**src/rtl/blit_sramctl_if.sv**
```systemverilog
// Port bundle for blit_sramctl: the arbiter-side ram_* handshake plus the
// external asynchronous SRAM pins. Master = requester/SRAM model, slave = controller.
interface blit_sramctl_if;
  logic        ram_req;
  logic [17:0] ram_addr;
  logic [15:0] ram_wdata;
  logic [1:0]  ram_wstrb;
  logic        ram_we;
  logic        ram_ack;
  logic [15:0] ram_rdata;
  logic [17:0] sram_a;
  logic [15:0] sram_dq_o;
  logic [15:0] sram_dq_i;
  logic        sram_dq_oe;
  logic        sram_ce_n;
  logic        sram_oe_n;
  logic        sram_we_n;
  logic        sram_ub_n;
  logic        sram_lb_n;
  logic        busy;

  modport master (
    output ram_req, ram_addr, ram_wdata, ram_wstrb, ram_we, sram_dq_i,
    input  ram_ack, ram_rdata, sram_a, sram_dq_o, sram_dq_oe,
           sram_ce_n, sram_oe_n, sram_we_n, sram_ub_n, sram_lb_n, busy
  );

  modport slave (
    input  ram_req, ram_addr, ram_wdata, ram_wstrb, ram_we, sram_dq_i,
    output ram_ack, ram_rdata, sram_a, sram_dq_o, sram_dq_oe,
           sram_ce_n, sram_oe_n, sram_we_n, sram_ub_n, sram_lb_n, busy
  );
endinterface

```
**src/rtl/blit_sramctl.sv**
```systemverilog
// Single-word sequencer for the 256Kx16 async SRAM with programmable wait states
// and read->write turnaround. Define BLIT_SRAM_WSTRB_EN for per-byte write strobes.
module blit_sramctl #(
  parameter int RD_WAIT = 2,
  parameter int WR_WAIT = 2,
  parameter int TURN    = 1
) (
  input  logic           clk,
  input  logic           rstn,
  blit_sramctl_if.slave  bus
);

  typedef enum logic [2:0] {S_IDLE, S_RD, S_WSETUP, S_WPULSE, S_WHOLD, S_TURN} state_t;

  localparam logic [3:0] RD_CNT   = 4'(RD_WAIT - 1);
  localparam logic [3:0] WR_CNT   = 4'(WR_WAIT - 1);
  localparam logic [3:0] TURN_CNT = 4'(TURN - 1);

  state_t     state, nstate;
  logic [3:0] cnt, ncnt;
  logic       pend, npend;
  logic       we_q;
  logic       accept;
  logic       n_ack, n_cap;
  logic       n_ce, n_oe, n_we, n_ub, n_lb, n_dqoe;
  logic [1:0] bstrb;

  // A second request while one is already parked in TURN is a protocol error.
  assign accept   = bus.ram_req && (state == S_IDLE || (state == S_TURN && !pend));
  assign bus.busy = (state != S_IDLE);

`ifdef BLIT_SRAM_WSTRB_EN
  logic [1:0] wstrb_q;
  assign bstrb = wstrb_q;
  always_ff @(posedge clk or negedge rstn)
    if (!rstn)                     wstrb_q <= 2'b00;
    else if (accept && bus.ram_we) wstrb_q <= bus.ram_wstrb;
`else
  logic unused_wstrb;
  assign unused_wstrb = ^bus.ram_wstrb;
  assign bstrb        = 2'b11;
`endif

  always_comb begin
    nstate = state;
    ncnt   = cnt;
    npend  = pend;
    n_ack  = 1'b0;
    n_cap  = 1'b0;
    case (state)
      S_IDLE:
        if (accept) begin
          nstate = bus.ram_we ? S_WSETUP : S_RD;
          ncnt   = RD_CNT;
        end
      S_RD:
        if (cnt == 4'd0) begin
          n_cap = 1'b1;
          n_ack = 1'b1;
          if (TURN == 0) nstate = S_IDLE;
          else begin
            nstate = S_TURN;
            ncnt   = TURN_CNT;
          end
        end else ncnt = cnt - 4'd1;
      S_WSETUP: begin
        nstate = S_WPULSE;
        ncnt   = WR_CNT;
      end
      S_WPULSE:
        if (cnt == 4'd0) begin
          nstate = S_WHOLD;
          n_ack  = 1'b1;
        end else ncnt = cnt - 4'd1;
      S_WHOLD: nstate = S_IDLE;
      S_TURN:
        // Reads may follow a read at once; writes must wait out the gap.
        if (pend && !we_q) begin
          nstate = S_RD;
          ncnt   = RD_CNT;
          npend  = 1'b0;
        end else if (cnt == 4'd0) begin
          if (pend) begin
            nstate = S_WSETUP;
            npend  = 1'b0;
          end else if (accept) begin
            nstate = bus.ram_we ? S_WSETUP : S_RD;
            ncnt   = RD_CNT;
          end else nstate = S_IDLE;
        end else begin
          ncnt = cnt - 4'd1;
          if (accept) npend = 1'b1;
        end
      default: nstate = S_IDLE;
    endcase

    // Pin values are decoded from the next state so they register with it.
    n_ce   = 1'b1;
    n_oe   = 1'b1;
    n_we   = 1'b1;
    n_ub   = 1'b1;
    n_lb   = 1'b1;
    n_dqoe = 1'b0;
    case (nstate)
      S_RD: begin
        n_ce = 1'b0; n_oe = 1'b0; n_ub = 1'b0; n_lb = 1'b0;
      end
      S_WSETUP: begin
        n_ce = 1'b0; n_dqoe = 1'b1;
      end
      S_WPULSE: begin
        n_ce = 1'b0; n_we = 1'b0; n_dqoe = 1'b1;
        n_ub = ~bstrb[1]; n_lb = ~bstrb[0];
      end
      S_WHOLD: n_dqoe = 1'b1;
      default: ;
    endcase
  end

  always_ff @(posedge clk or negedge rstn) begin
    if (!rstn) begin
      state          <= S_IDLE;
      cnt            <= 4'd0;
      pend           <= 1'b0;
      we_q           <= 1'b0;
      bus.sram_a     <= 18'd0;
      bus.sram_dq_o  <= 16'd0;
      bus.sram_dq_oe <= 1'b0;
      bus.sram_ce_n  <= 1'b1;
      bus.sram_oe_n  <= 1'b1;
      bus.sram_we_n  <= 1'b1;
      bus.sram_ub_n  <= 1'b1;
      bus.sram_lb_n  <= 1'b1;
      bus.ram_ack    <= 1'b0;
      bus.ram_rdata  <= 16'd0;
    end else begin
      state          <= nstate;
      cnt            <= ncnt;
      pend           <= npend;
      bus.sram_dq_oe <= n_dqoe;
      bus.sram_ce_n  <= n_ce;
      bus.sram_oe_n  <= n_oe;
      bus.sram_we_n  <= n_we;
      bus.sram_ub_n  <= n_ub;
      bus.sram_lb_n  <= n_lb;
      bus.ram_ack    <= n_ack;
      if (accept) begin
        we_q       <= bus.ram_we;
        bus.sram_a <= bus.ram_addr;
        if (bus.ram_we) bus.sram_dq_o <= bus.ram_wdata;
      end
      if (n_cap) bus.ram_rdata <= bus.sram_dq_i;
    end
  end

endmodule

```
**src/flat_wrapper.sv**
```systemverilog
// flat-port wrapper written by rule: the top's interface ports become plain ports
module blit_sramctl_flat 
#(
  parameter int RD_WAIT = 2,
  parameter int WR_WAIT = 2,
  parameter int TURN    = 1
)
  (clk, rstn, bus_ram_req, bus_ram_addr, bus_ram_wdata, bus_ram_wstrb, bus_ram_we, bus_sram_dq_i, bus_ram_ack, bus_ram_rdata, bus_sram_a, bus_sram_dq_o, bus_sram_dq_oe, bus_sram_ce_n, bus_sram_oe_n, bus_sram_we_n, bus_sram_ub_n, bus_sram_lb_n, bus_busy);
  blit_sramctl_if bus_i ();
  input  logic clk;
  input  logic rstn;
  input wire logic [$bits(bus_i.ram_req)-1:0] bus_ram_req;
  input wire logic [$bits(bus_i.ram_addr)-1:0] bus_ram_addr;
  input wire logic [$bits(bus_i.ram_wdata)-1:0] bus_ram_wdata;
  input wire logic [$bits(bus_i.ram_wstrb)-1:0] bus_ram_wstrb;
  input wire logic [$bits(bus_i.ram_we)-1:0] bus_ram_we;
  input wire logic [$bits(bus_i.sram_dq_i)-1:0] bus_sram_dq_i;
  output wire logic [$bits(bus_i.ram_ack)-1:0] bus_ram_ack;
  output wire logic [$bits(bus_i.ram_rdata)-1:0] bus_ram_rdata;
  output wire logic [$bits(bus_i.sram_a)-1:0] bus_sram_a;
  output wire logic [$bits(bus_i.sram_dq_o)-1:0] bus_sram_dq_o;
  output wire logic [$bits(bus_i.sram_dq_oe)-1:0] bus_sram_dq_oe;
  output wire logic [$bits(bus_i.sram_ce_n)-1:0] bus_sram_ce_n;
  output wire logic [$bits(bus_i.sram_oe_n)-1:0] bus_sram_oe_n;
  output wire logic [$bits(bus_i.sram_we_n)-1:0] bus_sram_we_n;
  output wire logic [$bits(bus_i.sram_ub_n)-1:0] bus_sram_ub_n;
  output wire logic [$bits(bus_i.sram_lb_n)-1:0] bus_sram_lb_n;
  output wire logic [$bits(bus_i.busy)-1:0] bus_busy;
  assign bus_i.ram_req = bus_ram_req;
  assign bus_i.ram_addr = bus_ram_addr;
  assign bus_i.ram_wdata = bus_ram_wdata;
  assign bus_i.ram_wstrb = bus_ram_wstrb;
  assign bus_i.ram_we = bus_ram_we;
  assign bus_i.sram_dq_i = bus_sram_dq_i;
  assign bus_ram_ack = bus_i.ram_ack;
  assign bus_ram_rdata = bus_i.ram_rdata;
  assign bus_sram_a = bus_i.sram_a;
  assign bus_sram_dq_o = bus_i.sram_dq_o;
  assign bus_sram_dq_oe = bus_i.sram_dq_oe;
  assign bus_sram_ce_n = bus_i.sram_ce_n;
  assign bus_sram_oe_n = bus_i.sram_oe_n;
  assign bus_sram_we_n = bus_i.sram_we_n;
  assign bus_sram_ub_n = bus_i.sram_ub_n;
  assign bus_sram_lb_n = bus_i.sram_lb_n;
  assign bus_busy = bus_i.busy;
  blit_sramctl #(.RD_WAIT(RD_WAIT), .WR_WAIT(WR_WAIT), .TURN(TURN)) u_core (.clk(clk), .rstn(rstn), .bus(bus_i));
endmodule
```
**config.mk**
```make
export PLATFORM = sky130hd
export DESIGN_NAME = blit_sramctl_flat
export DESIGN_NICKNAME = d
export VERILOG_FILES = /design/src/rtl/blit_sramctl_if.sv /design/src/rtl/blit_sramctl.sv /design/src/flat_wrapper.sv
export SDC_FILE = /design/constraint.sdc
export NUM_CORES = 1
export LEC_CHECK = 0
export ABC_AREA = 0
export BUFFER_PORTS_ARGS = -buffer_cell sky130_fd_sc_hd__buf_2
export CAP_MARGIN = 5
export CORE_ASPECT_RATIO = 1.25
export CORE_MARGIN = 4
export CORE_UTILIZATION = 40
export DETAILED_ROUTE_END_ITERATION = 16
export PLACE_DENSITY_LB_ADDON = 0.2
export SLEW_MARGIN = 20
export SYNTH_ARGS = -nofsm -noshare
export SYNTH_HDL_FRONTEND = slang
export SYNTH_SLANG_ARGS = --single-unit
export TNS_END_PERCENT = 30
```
**constraint.sdc**
```tcl
create_clock -name clk -period 1.93 [get_ports clk]
set_clock_uncertainty 0.05 [all_clocks]
set_input_delay 0.193 -clock clk [delete_from_list [all_inputs] [get_ports clk]]
set_output_delay 0.193 -clock clk [all_outputs]
set_load 0.02 [all_outputs]
```
# Yosys cells after proc, flatten, opt, wreduce, memory -nomap -nowiden
# Index checks and enable logic that the tools add are counted.
# Widths: inputs -> output; s select.
word_totals:
  output_inout_bits: 58
  ff_bits: 65
  memories: 0
  wordCells: 69
  latchBits: 0
  ram_bits: 0
  mem_bits_ro: 0
  in_bits: 56
classes:
  eq_ne: 10
  multipliers: 0
  div_mod_pow: 0
  shifts: 0
  mux: 27
  n_bitwise: 0
  n_reduce_logical: 18
  n_addsub: 1
  order_cmp: 0
op_table:
  columns: ["op", "n"]
  rows:
  - ["$mux 4", 6]
  - ["$mux 3", 7]
  - ["$pmux 4 s5", 1]
  - ["$pmux 3 s5", 1]
  - ["$eq 3x2->1 const B", 4]
  - ["$mux 1", 11]
  - ["$eq 3x1->1 const B", 2]
  - ["$eq 3x3->1 const B", 2]
  - ["$reduce_bool 3->1", 2]
  - ["$reduce_or 3->1", 2]
  - ["$reduce_bool 5->1", 1]
  - ["$logic_not 4->1", 1]
  - ["$ne 4x4->1 const B", 1]
  - ["$reduce_and 2->1", 2]
  - ["$reduce_or 2->1", 2]
  - ["$sub 4x1->4 const B", 1]
  - ["$logic_and 1x1->1", 3]
  - ["$logic_not 3->1", 1]
  - ["$reduce_and 3->1", 1]
  - ["$logic_not 1->1", 2]
  - ["$mux 2", 1]
  - ["$ne 2x2->1 const B", 1]
  - ["$logic_or 1x1->1", 1]

# Logic depth before layout (Yosys ltp)
depth:
  ltp_word: 12
  mapped_depth: 9
  mapped_depth_nobuf: 7

# Worst setup path after synthesis
# Ideal clock, no wire load.
synth_path:
  kind: "register -> register"
  start: "register u_core.cnt[0]"
  end: "register u_core.bus.ram_rdata[10]"
  setup_time_ns: 0.125
  path_slack_ns: -0.141
  t_arrival_ns: 1.896
  required_ns: 1.755
  n_path_buf: 3
  period_less_slack_ns: 2.071
  path_stages_with_launch: 10
  cell_sequence: "dfrtp_1 -> clkbuf_1 -> inv_1 -> ha_1 -> or3b_1 -> buf_2 -> nor2_4 -> nand2_4 -> buf_6 -> mux2_4"
synth_between:
  elab_chain_len: 3
synth_lines:
  columns: ["item", "line", "text"]
  rows:
  - ["start: declaration", "blit_sramctl.sv:20", "logic [3:0] cnt, ncnt;"]
  - ["start signal: assignment", "blit_sramctl.sv:138", "cnt <= ncnt;"]
  - ["$logic_not 4->1", "blit_sramctl.sv:57", "if (cnt == 4'd0) begin"]
  - ["$mux 1", "blit_sramctl.sv:57", null]
  - ["$mux 1", "blit_sramctl.sv:50", "case (state)"]
  - ["end signal: assignment", "blit_sramctl.sv:152", "if (n_cap) bus.ram_rdata <= bus.sram_dq_i;"]
  - ["end: declaration", "blit_sramctl_if.sv:30", "output ram_ack, ram_rdata, sram_a, sram_dq_o, sram_dq_oe,"]
# Every way passes these cells.
# A chain may end at the register's enable or synchronous reset.

# Final worst setup path
layout_path:
  start: "register u_core.cnt[1]"
  end: "register u_core.bus.ram_rdata[6]"
# Same word-level chain as after synthesis.

==> flow_summary_export.csv <==
group,metric,value,unit
global_routing,grt_pass1_wl,10.4,mm
clock_network,clkSlewWorstSetupHoldPaths,0.08,ns
clock_network,clock_latency,0.34,ns
worst_setup_path,endpoint_kind,"flip-flop",
global_routing,grt_overflow,0,
logic_synthesis,synthesis.area,2840,µm²
logic_synthesis,syn_nets,258,
clock_network,cts_max_level,3,
timing,timing.final.crit_period,1.83,ns
clock_network,cts_tree,"yes",
route,wire_per_inst,15.2,µm
worst_setup_path,criticalPathCategory,"reg -> reg",
logic_synthesis,ys.flop_type,"dfrtp_1",
final_layout,drive_above_1_share,0.642,
logic_synthesis,avgSynthCellArea,14.2,µm²
run,drv_cap,0,
hold_path,hold_path_class,"in -> reg",
route,vias,2092,
outcome,status,"complete, no violations",
logic_synthesis,synth_edf_count,0,
power_and_ir_drop,power_density,1980,nW/µm²
route,first_iter_violations,76,
route,drt_wl_total,6.42,mm
power_and_ir_drop,totalPowerFinal,7.68,mW
timing,slew_headroom,0.733,
clock_network,cts_buffer_depth,2,
logic_synthesis,yosysWarnings,0,
floorplanning,fp.coreArea,6930,µm²
worst_setup_path,worst-path-max-fanout,16,
clock_network,clockRootBuffer,"clkbuf_8",
logic_synthesis,synthDistinctLibCells,46,
final_layout,fin_nets,385,
floorplanning,num_rows,34,
final_layout,mostFrequentLayoutCell,"buf_2",
timing,grt_setup_unrepaired,"yes",
place,place_congestion,0.853,
floorplanning,dieArea,8510,µm²
timing,whs,0.0212,ns
timing,tightestPinTransition,0.401,ns
global_routing,grt_usage,0.156,
route,route.detailed.drc,0,
route,via_per_inst,4.96,
place,placed_area,3590,µm²
final_layout,diodes,0,
logic_synthesis,async_reset_ff_frac,1.00,
final_layout,final_cell_mix,"buf_2, dfrtp_1, mux2_2, mux2_4, buf_4",
worst_setup_path,cp.arrival,2.01,ns
global_routing,antenna_found_initial,0,
floorplanning,die_h,102,µm
global_routing,grt_max_degree,66,
place,dpl.hpwl,4.61,mm
logic_synthesis,syn_inst,200,
floorplanning,chipWidth,83.3,µm
timing,max_freq,547,MHz
worst_setup_path,cp-start-kind,"flip-flop",
place,place_ws,-0.0629,ns
power_and_ir_drop,leakage,1.92,nW
logic_synthesis,yosys_register_bits,65,
place,io_buffers,111,
final_layout,synthToLayoutAreaGrowth,36.4,%
timing,fin_ws,0.101,ns
worst_setup_path,path_cells,"inv_2 -> ha_4 -> or3b_4 -> nor2_4 -> nand2_8 -> mux2_4",
power_and_ir_drop,vdd_drop_max,0.000871,V
timing,finalHoldViolCount,0,
worst_setup_path,critPathMaxStageDelay,0.42,ns
worst_setup_path,cpMaxStageDelayCell,"or3b_4",
timing,setup_viol,0,
floorplanning,io_pins,114,
timing,post-route-period-util,0.947,
worst_setup_path,path_buf_inv,1,
route,ant_nets,0,
route,dr.pass1.iters,4,
timing,drv_slew,0,
final_layout,fin_area,3870,µm²
clock_network,cts_sinks,65,
worst_setup_path,cp_top_family,"simple AND/OR/NAND/NOR gates",
clock_network,numCtsBuffers,9,
global_routing,grt_pass1_vias,2191,
logic_synthesis,yosysSeqAreaShare,0.575,
worst_setup_path,required,2.12,ns
floorplanning,start_util,0.409,
cells in the mapped netlist (2+ instances only):
library cell,n,share of area
nor3_1,3,0.0053
mux2_2,32,0.13
ha_1,2,0.0088
nand2_1,6,0.0079
nor2b_1,2,0.0044
dfrtp_1,61,0.54
nand2_4,2,0.0079
or3_1,2,0.0044
o21ai_0,5,0.0088
buf_2,5,0.0088
a21o_1,2,0.0053
inv_1,9,0.012
o21a_1,3,0.0079
a21oi_1,3,0.0053
nor2_1,5,0.0066
mux2_4,19,0.10
buf_6,2,0.0079
o41ai_1,2,0.0062
dfstp_2,4,0.037
nand2b_1,4,0.0088
a31oi_1,2,0.0044
per-layer routing:
layer | track usage | wire length (µm)
met5 | 0 | 0
met2 | 0.275 | 3420
met4 | 0.0906 | 189
met1 | 0.173 | 2450
met3 | 0.0371 | 357
through the flow:
stage / cells / TNS (ns) / util
2_1_floorplan: 200 / -0.708 / -
3_3_place_gp: 405 / -0.105 / 0.518
3_5_place_dp: 405 / -0.759 / 0.518
4_1_cts: 422 / 0 / 0.552
5_1_grt: 422 / -0.00160 / 0.558
6_report: 422 / 0 / 0.558
cell families (layout without fill, tap and decap cells):
kind of cell / count (synthesis) / count (layout) / synth area share
multiplexers: 52 / 52 / 0.231
AND/OR/NAND/NOR: 34 / 34 / 0.0745
adder cells (fa/ha/maj): 2 / 2 / 0.00882
buffers and inverters: 19 / 151 / 0.0339
flip-flops: 65 / 65 / 0.575
AO/OA/AOI/OAI: 28 / 28 / 0.0767
path summary, 6_finish.rpt:
| check | start | endpoint | slack [ns] | cells past startpoint |
|---|---|---|---|---|
| max | u_core.cnt[1] | u_core.bus.ram_rdata[6] | 0.10 | 6 |
| min | bus_sram_dq_i[0] | u_core.bus.ram_rdata[0] | 0.02 | 2 |
| max reg2reg | u_core.cnt[1] | u_core.bus.ram_rdata[6] | 0.10 | 6 |
| min reg2reg | u_core.bus.sram_a[4] | u_core.bus.sram_a[4] | 0.45 | 1 |
| max in group asynchronous | rstn | u_core.bus.sram_ce_n | 1.19 | 3 |
| min in group asynchronous | rstn | u_core.bus.ram_rdata[3] | 0.32 | 3 |
where the power goes:
group	internal, mW	switching (mW)
combinational	1.80	2.08
sequential	2.09	0.382
clock	0.767	0.549
timing repair:
action                     CTS  global route
pin swaps                    0             4
setup buffers                0             0
setup endpoints to repair   17            22
hold endpoints to repair    61             0
hold buffers                 1             0
resized for setup            1            12
state kept, by name (all words and copies together), names as in the netlist:
name	cells
u_core.bus.ram_ack	1
u_core.bus.ram_rdata	16
u_core.bus.sram_a	18
u_core.bus.sram_ce_n	1
u_core.bus.sram_dq_o	16
u_core.bus.sram_dq_oe	1
u_core.bus.sram_oe_n	1
u_core.bus.sram_ub_n	1
u_core.bus.sram_we_n	1
u_core.cnt	4
u_core.pend	1
u_core.state	3
u_core.we_q	1
layout make-up:
cell class	instances	area, µm²
fill	593	3060
sequential	65	1630
multi-input combinational	116	1160
timing repair buffer	126	696
clock buffer	10	138
tap	90	113
clock inverter	6	91.3
inverter	9	36.3
Note: power is estimated with default switching activity, not from simulation.
